**src/rtl/wave_pkg.sv**
```systemverilog
// Shared definitions for the multi-channel wave capture path: trigger modes, capture states
// and the signed-to-offset-binary display conversion. Optional feature macro: WAVE_CAPTURE_HOLDOFF_EN.
package wave_pkg;

  localparam logic [1:0] TRIG_FREE = 2'b00;
  localparam logic [1:0] TRIG_RISE = 2'b01;
  localparam logic [1:0] TRIG_FALL = 2'b10;

  typedef enum logic [1:0] {
    ARMED  = 2'd0,
    ACTIVE = 2'd1,
    WAIT   = 2'd2
  } cap_state_t;

  // Samples are handed over left-justified in this width, so IN_WIDTH may be at most 32.
  localparam int SAMP_MAX_W = 32;

  // Offset-binary flip of a left-justified signed sample; the caller keeps the top OUT_WIDTH bits.
  function automatic logic [SAMP_MAX_W-1:0] to_display(input logic [SAMP_MAX_W-1:0] s_lj);
    return {~s_lj[SAMP_MAX_W-1], s_lj[SAMP_MAX_W-2:0]};
  endfunction

endpackage

```
**src/rtl/wave_trigger_detect.sv**
```systemverilog
// Trigger channel mux, previous-sample register and zero-crossing compare.
// With WAVE_CAPTURE_HOLDOFF_EN defined, a post-flip holdoff counter masks the trigger.
module wave_trigger_detect
  import wave_pkg::*;
#(
  parameter int NUM_CH   = 2,
  parameter int CH_W     = 1,
  parameter int IN_WIDTH = 16
`ifdef WAVE_CAPTURE_HOLDOFF_EN
  ,
  parameter int HOLDOFF  = 4
`endif
) (
  input  logic                       clk,
  input  logic                       reset,
  input  logic [NUM_CH*IN_WIDTH-1:0] sample_vec,
  input  logic [CH_W-1:0]            trig_sel,
  input  logic [1:0]                 trig_mode,
  input  logic                       accept,
`ifdef WAVE_CAPTURE_HOLDOFF_EN
  input  logic                       armed,
  input  logic                       flip,
`endif
  output logic                       trig_hit
);

  logic signed [IN_WIDTH-1:0] cur_sample;
  logic signed [IN_WIDTH-1:0] prev_p0;
  logic                       crossing;

  // Out-of-range selects fall back to channel 0.
  always_comb begin
    cur_sample = sample_vec[IN_WIDTH-1:0];
    for (int c = 1; c < NUM_CH; c++) begin
      if (trig_sel == CH_W'(c)) cur_sample = sample_vec[c*IN_WIDTH +: IN_WIDTH];
    end
  end

  always_comb begin
    case (trig_mode)
      TRIG_RISE: crossing = prev_p0[IN_WIDTH-1] && !cur_sample[IN_WIDTH-1];
      TRIG_FALL: crossing = !prev_p0[IN_WIDTH-1] && cur_sample[IN_WIDTH-1];
      default:   crossing = 1'b1;
    endcase
  end

  always_ff @(posedge clk or posedge reset) begin
    if (reset) prev_p0 <= '0;
    else if (accept) prev_p0 <= cur_sample;
  end

`ifdef WAVE_CAPTURE_HOLDOFF_EN
  localparam int HO_W = (HOLDOFF < 1) ? 1 : $clog2(HOLDOFF + 1);

  logic [HO_W-1:0] hold_cnt;

  // Loaded on every buffer flip, counts down on strobes seen while armed.
  always_ff @(posedge clk or posedge reset) begin
    if (reset) hold_cnt <= '0;
    else if (flip) hold_cnt <= HO_W'(HOLDOFF);
    else if (accept && armed && (hold_cnt != '0)) hold_cnt <= hold_cnt - 1'b1;
  end

  assign trig_hit = crossing && (hold_cnt == '0);
`else
  assign trig_hit = crossing;
`endif

endmodule

```
**src/rtl/wave_capture_mc.sv**
```systemverilog
// Multi-channel double-buffered wave capture: trigger FSM, per-channel write sequencer and
// RAM address formation. Optional post-flip trigger holdoff via WAVE_CAPTURE_HOLDOFF_EN.
module wave_capture_mc
  import wave_pkg::*;
#(
  parameter int NUM_CH    = 2,
  parameter int CH_W      = 1,
  parameter int IN_WIDTH  = 16,
  parameter int OUT_WIDTH = 8,
  parameter int ADDR_W    = 8,
  parameter int HOLDOFF   = 4
) (
  input  logic                       clk,
  input  logic                       reset,
  input  logic                       new_sample_ready,
  input  logic [NUM_CH*IN_WIDTH-1:0] new_sample_in,
  input  logic [CH_W-1:0]            trig_sel,
  input  logic [1:0]                 trig_mode,
  input  logic                       wave_display_idle,
  output logic                       write_enable,
  output logic [CH_W+ADDR_W:0]       write_address,
  output logic [OUT_WIDTH-1:0]       write_sample,
  output logic                       read_index,
  output logic                       overrun
);

  localparam logic [ADDR_W-1:0] IDX_MAX = '1;
  localparam logic [CH_W-1:0]   CH_LAST = CH_W'(NUM_CH - 1);

  cap_state_t state, state_nxt;

  logic                          accept;
  logic                          start_wr;
  logic                          step_last;
  logic                          flip;
  logic                          trig_hit;
  logic                          seq_busy;
  logic                          last_buf_p0;
  logic [ADDR_W-1:0]             cap_idx;
  logic [ADDR_W-1:0]             wr_idx_p1;
  logic [CH_W-1:0]               wr_ch_p1;
  logic [CH_W-1:0]               ch_next;
  logic [CH_W-1:0]               sel_ch;
  logic                          wr_half_p1;
  logic [NUM_CH*OUT_WIDTH-1:0]   disp_now;
  logic [NUM_CH*OUT_WIDTH-1:0]   disp_vec_p0;
  logic [NUM_CH*OUT_WIDTH-1:0]   sel_vec;
  logic [OUT_WIDTH-1:0]          sel_sample;

  function automatic logic [OUT_WIDTH-1:0] to_display_w(input logic signed [IN_WIDTH-1:0] s);
    logic [SAMP_MAX_W-1:0] lj;
    logic [SAMP_MAX_W-1:0] d;
    lj = SAMP_MAX_W'(s) << (SAMP_MAX_W - IN_WIDTH);
    d  = to_display(lj);
    return d[SAMP_MAX_W-1 -: OUT_WIDTH];
  endfunction

`ifndef WAVE_CAPTURE_HOLDOFF_EN
  localparam int unused_holdoff = HOLDOFF;
`endif

  wave_trigger_detect #(
    .NUM_CH   (NUM_CH),
    .CH_W     (CH_W),
    .IN_WIDTH (IN_WIDTH)
`ifdef WAVE_CAPTURE_HOLDOFF_EN
    ,
    .HOLDOFF  (HOLDOFF)
`endif
  ) u_trig (
    .clk        (clk),
    .reset      (reset),
    .sample_vec (new_sample_in),
    .trig_sel   (trig_sel),
    .trig_mode  (trig_mode),
    .accept     (accept),
`ifdef WAVE_CAPTURE_HOLDOFF_EN
    .armed      (state == ARMED),
    .flip       (flip),
`endif
    .trig_hit   (trig_hit)
  );

  // A strobe is only taken while no channel writes are still pending.
  assign accept    = new_sample_ready && !seq_busy;
  assign step_last = seq_busy && (wr_ch_p1 == CH_LAST - 1'b1);

  always_comb begin
    disp_now = '0;
    for (int c = 0; c < NUM_CH; c++) begin
      disp_now[c*OUT_WIDTH +: OUT_WIDTH] = to_display_w(new_sample_in[c*IN_WIDTH +: IN_WIDTH]);
    end
  end

  always_comb begin
    state_nxt = state;
    start_wr  = 1'b0;
    flip      = 1'b0;
    case (state)
      ARMED: begin
        if (accept && trig_hit) begin
          start_wr  = 1'b1;
          state_nxt = ACTIVE;
        end
      end
      ACTIVE: begin
        if (accept) begin
          start_wr = 1'b1;
          if ((NUM_CH == 1) && (cap_idx == IDX_MAX)) state_nxt = WAIT;
        end
        if (step_last && last_buf_p0) state_nxt = WAIT;
      end
      WAIT: begin
        if (wave_display_idle && !seq_busy) begin
          flip      = 1'b1;
          state_nxt = ARMED;
        end
      end
      default: state_nxt = ARMED;
    endcase
  end

  always_ff @(posedge clk or posedge reset) begin
    if (reset) state <= ARMED;
    else state <= state_nxt;
  end

  // Channel 0 goes out straight from the input; later channels from the latched vector.
  assign ch_next    = wr_ch_p1 + 1'b1;
  assign sel_vec    = start_wr ? disp_now : disp_vec_p0;
  assign sel_ch     = start_wr ? '0 : ch_next;
  assign sel_sample = sel_vec[sel_ch*OUT_WIDTH +: OUT_WIDTH];

  // Stage p0: converted samples of the accepted strobe
  always_ff @(posedge clk) begin
    if (start_wr) disp_vec_p0 <= disp_now;
  end

  // Stage p1: one RAM write per cycle, channel 0 first
  always_ff @(posedge clk or posedge reset) begin
    if (reset) begin
      write_enable <= 1'b0;
      write_sample <= '0;
      wr_ch_p1     <= '0;
      wr_idx_p1    <= '0;
      wr_half_p1   <= 1'b0;
      cap_idx      <= '0;
      seq_busy     <= 1'b0;
      last_buf_p0  <= 1'b0;
      read_index   <= 1'b0;
      overrun      <= 1'b0;
    end else begin
      if (start_wr) begin
        write_enable <= 1'b1;
        write_sample <= sel_sample;
        wr_ch_p1     <= '0;
        wr_idx_p1    <= cap_idx;
        wr_half_p1   <= ~read_index;
        cap_idx      <= cap_idx + 1'b1;
        last_buf_p0  <= (cap_idx == IDX_MAX);
        seq_busy     <= (NUM_CH > 1);
      end else if (seq_busy) begin
        write_enable <= 1'b1;
        write_sample <= sel_sample;
        wr_ch_p1     <= ch_next;
        if (step_last) seq_busy <= 1'b0;
      end else begin
        write_enable <= 1'b0;
      end
      if (new_sample_ready && seq_busy) overrun <= 1'b1;
      if (flip) read_index <= ~read_index;
    end
  end

  assign write_address = {wr_half_p1, wr_ch_p1, wr_idx_p1};

endmodule
```
**config.mk**
```make
export PLATFORM = sky130hd
export DESIGN_NAME = wave_capture_mc
export DESIGN_NICKNAME = d
export VERILOG_FILES = /design/src/rtl/wave_pkg.sv /design/src/rtl/wave_trigger_detect.sv /design/src/rtl/wave_capture_mc.sv
export SDC_FILE = /design/constraint.sdc
export NUM_CORES = 1
export LEC_CHECK = 0
export CAP_MARGIN = 20
export CORE_MARGIN = 2
export CORE_UTILIZATION = 45
export CTS_CLUSTER_SIZE = 14
export DETAILED_ROUTE_END_ITERATION = 16
export PLACE_DENSITY = 0.79
export SYNTH_ARGS = -nofsm -noshare
export SYNTH_HDL_FRONTEND = slang
export SYNTH_SLANG_ARGS = --single-unit
```
**constraint.sdc**
```tcl
create_clock -name clk -period 3.8 [get_ports clk]
set_input_delay 0.95 -clock clk [delete_from_list [all_inputs] [get_ports clk]]
set_output_delay 0.95 -clock clk [all_outputs]
set_load 0.1 [all_outputs]
```
# Word-level counts from Yosys, hierarchy flattened
# Cells that the tools add are included.
# W data, S select, Z words.
[op_classes] add_sub_neg=2 n_eq_ne=8 shift=1 muxes=22 bitwise=4 n_reduce_logical=14
[op_table] operator="$mux W16" n=2
[op_table] operator="$mux W8" n=2
[op_table] operator="$shiftx A16 B5 Y8" n=1
[op_table] operator="$mux W1" n=12
[op_table] operator="$add A8 B1 Y8 const B" n=1
[op_table] operator="$eq A8 B8 Y1 const B" n=1
[op_table] operator="$logic_and A1 B1 Y1" n=8
[op_table] operator="$mux W2" n=3
[op_table] operator="$ne A2 B2 Y1 const B" n=3
[op_table] operator="$pmux W2 S3" n=1
[op_table] operator="$eq A2 B1 Y1 const B" n=2
[op_table] operator="$eq A2 B2 Y1 const B" n=2
[op_table] operator="$not A1 Y1" n=4
[op_table] operator="$pmux W1 S2" n=2
[op_table] operator="$logic_not A1 Y1" n=3
[op_table] operator="$reduce_and A3 Y1" n=1
[op_table] operator="$logic_not A2 Y1" n=1
[op_table] operator="$reduce_bool A2 Y1" n=1
[op_table] operator="$add A1 B1 Y1 const B" n=1
[totals] ff_bits=65 output_inout_bits=21

# Depth between registers and ports, before layout
[logic_depth] ltp_word=11 mapped_depth=8

# Hierarchy
# Synthesis repeated with hierarchy kept, for this count alone.
[hier_totals] hier_cells=167 hier_area_um2=2219.6
[modules_own_cells] mod="wave_capture_mc" n_inst=1 cells_each=156 area_each_um2=2122.0 seq_area_each_um2=1146.1
[modules_own_cells] mod="wave_trigger_detect" n_inst=1 cells_each=11 area_each_um2=97.6 seq_area_each_um2=25.0

# Worst setup path after synthesis
# Ideal clock, no wire load.
[synth_path] path_type="input -> register" start="input port trig_sel" end="register wr_idx_p1[4]" t_arrival_ps=2152 required_time_ps=3674 slack_ps=1521 cell_stages=5 path_buffers=1 cell_sequence="mux2_4 mux2i_2 o31a_4 buf_6 mux2_4"
[synth_between] elab_chain_cells=7 word_cells_on_any_way=8
[synth_lines] item="from (decl)" line="wave_capture_mc.sv:17" rtl="input logic [CH_W-1:0] trig_sel,"
[synth_lines] item="$mux W16 *" line="wave_trigger_detect.sv:35" rtl="if (trig_sel == CH_W'(c)) cur_sample = sample_vec[c*IN_WIDTH +: IN_WIDTH];"
[synth_lines] item="$logic_not A1 Y1" line="wave_trigger_detect.sv:41" rtl="TRIG_RISE: crossing = prev_p0[IN_WIDTH-1] && !cur_sample[IN_WIDTH-1];"
[synth_lines] item="$logic_and A1 B1 Y1" line="wave_trigger_detect.sv:41"
[synth_lines] item="$pmux W1 S2 *" line="wave_trigger_detect.sv:40" rtl="case (trig_mode)"
[synth_lines] item="$logic_and A1 B1 Y1 *" line="wave_capture_mc.sv:101" rtl="if (accept && trig_hit) begin"
[synth_lines] item="$mux W1 *" line="wave_capture_mc.sv:101"
[synth_lines] item="$pmux W1 S2 *" line="wave_capture_mc.sv:99" rtl="case (state)"
[synth_lines] item="to (signal assigned)" line="wave_capture_mc.sv:157" rtl="wr_idx_p1 <= cap_idx;"
[synth_lines] item="to (decl)" line="wave_capture_mc.sv:40" rtl="logic [ADDR_W-1:0] wr_idx_p1;"
# Mark *: on every way between the ends. The rest lies on a longest branch, timed or not.
# A chain may end at the register's enable or synchronous reset.

# Worst setup path in the final report
[layout_path] start="input port trig_sel" end="register cap_idx[1]"
[layout_between] elab_chain_cells=7 word_cells_on_any_way=8
[layout_lines] item="$mux W16 *" line="wave_trigger_detect.sv:35"
[layout_lines] item="$logic_not A1 Y1" line="wave_trigger_detect.sv:41"
[layout_lines] item="$logic_and A1 B1 Y1" line="wave_trigger_detect.sv:41"
[layout_lines] item="$pmux W1 S2 *" line="wave_trigger_detect.sv:40"
[layout_lines] item="$logic_and A1 B1 Y1 *" line="wave_capture_mc.sv:101"
[layout_lines] item="$mux W1 *" line="wave_capture_mc.sv:101"
[layout_lines] item="$pmux W1 S2 *" line="wave_capture_mc.sv:99"
[layout_lines] item="to (signal assigned)" line="wave_capture_mc.sv:159" rtl="cap_idx <= cap_idx + 1'b1;"
[layout_lines] item="to (decl)" line="wave_capture_mc.sv:39" rtl="logic [ADDR_W-1:0] cap_idx;"
# Marks and branches as above.

==> metrics.txt <==
dominant cells by area after synthesis dfrtp_1 39%, dfxtp_1 15%, mux2_4 11%; router iterations before antenna repair 4; FFs w/ async S/R, synth 0.680; Yosys reg bits 50; CTS tree done; Highest Clock Rate between 300 and 400 MHz; final hold vios 0; Die Y ~73 um; WL per Instance roughly 13 um; Worst-Margin Slew between 0.9 and 1 ns; fin crit share 0.736; clock tree buffer depth 2; share of cells above drive strength 1 0.145; unrepaired setup endpoints after global routing false; io pins 60; routability cong. 0.798; library cells used by synthesis 33; Synth Cell Area ~0.0022 mm^2; fin crit period ~2.8 ns; CP Max Fanout 51; CTS clk-pin slew, worst paths 0.08 ns; largest net degree at the start of global routing 52; post-DP HPWL 2450 um; Post-Syn Area per Cell about 12 um^2; FILL cells 396; WS Path Type primary input to register; initial antenna violation count 0; nets 268; type of the most critical hold path register to register; number of synthesized flops with an enable pin 0; # rows 25; Via Count between 1,000 and 1,500; Post-CTS Setup Inserts 0; Tot GR Track Use 0.155; initial cell density of the core 0.463; Iter 0 DRT Violations 70; DRC 0; startpoint types primary input; max_slew headroom 0.351; Layout area overhead 25.6%; clk sinks 50; Post-CTS Hold Buffers 0; first-pass GRT wire length about 6300 um; Net Count, Synth roughly 230; vias in the first global route between 1,000 and 1,500; area share of the largest cell type after synthesis 0.394; max incr delay on CP around 0.56 ns; CTS Root Cell clkbuf_8; CP required 3.99 ns; CP bufs+invs 1; die area between 0.005 and 0.006 mm^2; H-tree lvl count 2; Seq. cell area roughly 0.0012 mm^2; max cap viols 0; Synth area leader dfrtp_1; crit path DAT between 2 and 3 ns; post-CTS resize count 0; Ant. Diodes 0; Yosys Warn Count 0; wire length after detailed routing approximately 3700 um; Die Span X between 70 and 80 um; CTS Buf Count 5; ys flop type dfrtp_1; Top delay family on crit path multiplexers; # setup viols final 0; total negative slack 0 ns; worst skew pair latency 0.30 ns; Final Skew between 0.004 and 0.005 ns; Worst Setup End Kind register; run status complete, no violations; area of the multi-input gates a little under 900 um^2; Antenna Violating Nets Remaining 0; port bufs 43; via/cell ratio 4.99; core area ~0.0047 mm^2; max-slew violation count 0; gr ovfl total 0; Seq/Total Area, Yosys 0.543; CP max stage cell o31a_4; Syn Inst Count ~180; crit-path cells clkdlybuf4s50_1 > mux2_4 > mux2i_2 > o31a_4 > mux2_2
-- placed cells by master (no fill, tap or decap), types with 2 or more instances in the layout --
| master | netlist | final |
|---|---|---|
| a21o_1 | 2 | 2 |
| a21oi_1 | 2 | 2 |
| and3_1 | 2 | 2 |
| buf_4 | 3 | 3 |
| clkbuf_8 | 0 | 8 |
| clkdlybuf4s50_1 | 0 | 42 |
| dfrtp_1 | 34 | 34 |
| dfxtp_1 | 16 | 16 |
| ha_1 | 3 | 3 |
| inv_1 | 13 | 13 |
| mux2_2 | 2 | 2 |
| mux2_4 | 16 | 16 |
| mux2i_1 | 10 | 10 |
| nand2_1 | 20 | 20 |
| nand2b_1 | 4 | 4 |
| nand4_1 | 3 | 3 |
| nor2_1 | 3 | 3 |
| o21ai_0 | 23 | 23 |
| xnor2_1 | 7 | 7 |
| xor2_1 | 2 | 2 |
-- cells by family after synthesis --
kind of cell	synth area share
AND/OR/NAND/NOR	0.0917
XOR/XNOR	0.0365
buffers and inverters	0.0539
multiplexers	0.175
adder cells (fa/ha/maj)	0.0174
AO/OA/AOI/OAI	0.0830
flip-flops	0.543
-- worst reg2reg max path: stages (launching register included) --
cell and delay (ns):
dfrtp_1 0.66, nand2b_1 0.33, nor2_1 0.21, o31a_4 0.59
mux2_2 0.42
-- flip-flops by register name, summed over array words and instances (netlist names) --
signal	cells
disp_vec_p0	16
cap_idx	8
wr_idx_p1	8
write_sample	8
state	2
last_buf_p0	1
overrun	1
read_index	1
seq_busy	1
u_trig.prev_p0	1
wr_ch_p1	1
wr_half_p1	1
write_enable	1
-- final timing paths --
check,startpoint,endpoint,slack [ns],depth (start not counted)
setup / recovery,trig_sel,cap_idx[1],1.00,5
hold / removal,disp_vec_p0[7],disp_vec_p0[7],0.46,2
setup reg to reg,seq_busy,cap_idx[1],1.49,4
hold reg to reg,disp_vec_p0[7],disp_vec_p0[7],0.46,2
max in group asynchronous,reset,seq_busy,2.45,3
min in group asynchronous,reset,wr_idx_p1[7],1.04,3
-- synth_stat cells (2+ instances only) --
library cell / n
o21ai_0: 23
buf_4: 3
and3_1: 2
clkbuf_1: 2
nand4_1: 3
mux2i_1: 10
nor2_1: 3
nand2b_1: 4
inv_1: 13
dfrtp_1: 34
dfxtp_1: 16
xor2_1: 2
buf_2: 3
xnor2_1: 7
ha_1: 3
buf_6: 2
a21oi_1: 2
mux2_2: 2
mux2_4: 16
nand2_1: 20
a21o_1: 2
-- cell type report --
| type | count | area share |
|---|---|---|
| sequential | 50 | 0.432 |
| timing repair buffer | 45 | 0.163 |
| inverter | 13 | 0.0180 |
| clock buffer | 8 | 0.0406 |
| multi-input combinational | 111 | 0.321 |
| tap | 54 | 0.0249 |
-- stage by stage --
step	setup WS [ns]	hold WS (ns)	utilization	instance area (um^2)	instances
after floorplan	1.52	0.428	-	2160	184
after detailed placement	0.677	0.442	0.558	2600	273
after global routing	0.929	0.496	0.581	2710	281
after global placement	0.681	0.438	0.558	2600	273
after CTS	1.00	0.457	0.581	2710	281
final	1.00	0.456	0.581	2710	281
-- per-layer routing --
metal  routed length [um]  global-route usage
met4                   66              0.0658
met3                  144              0.0373
met2                 1700               0.236
met5                    0                   0
met1                 1750               0.210
Power is left out: the tool's default activity adds up to more than one toggle a clock period on the data nets, which glitch-free logic cannot reach.
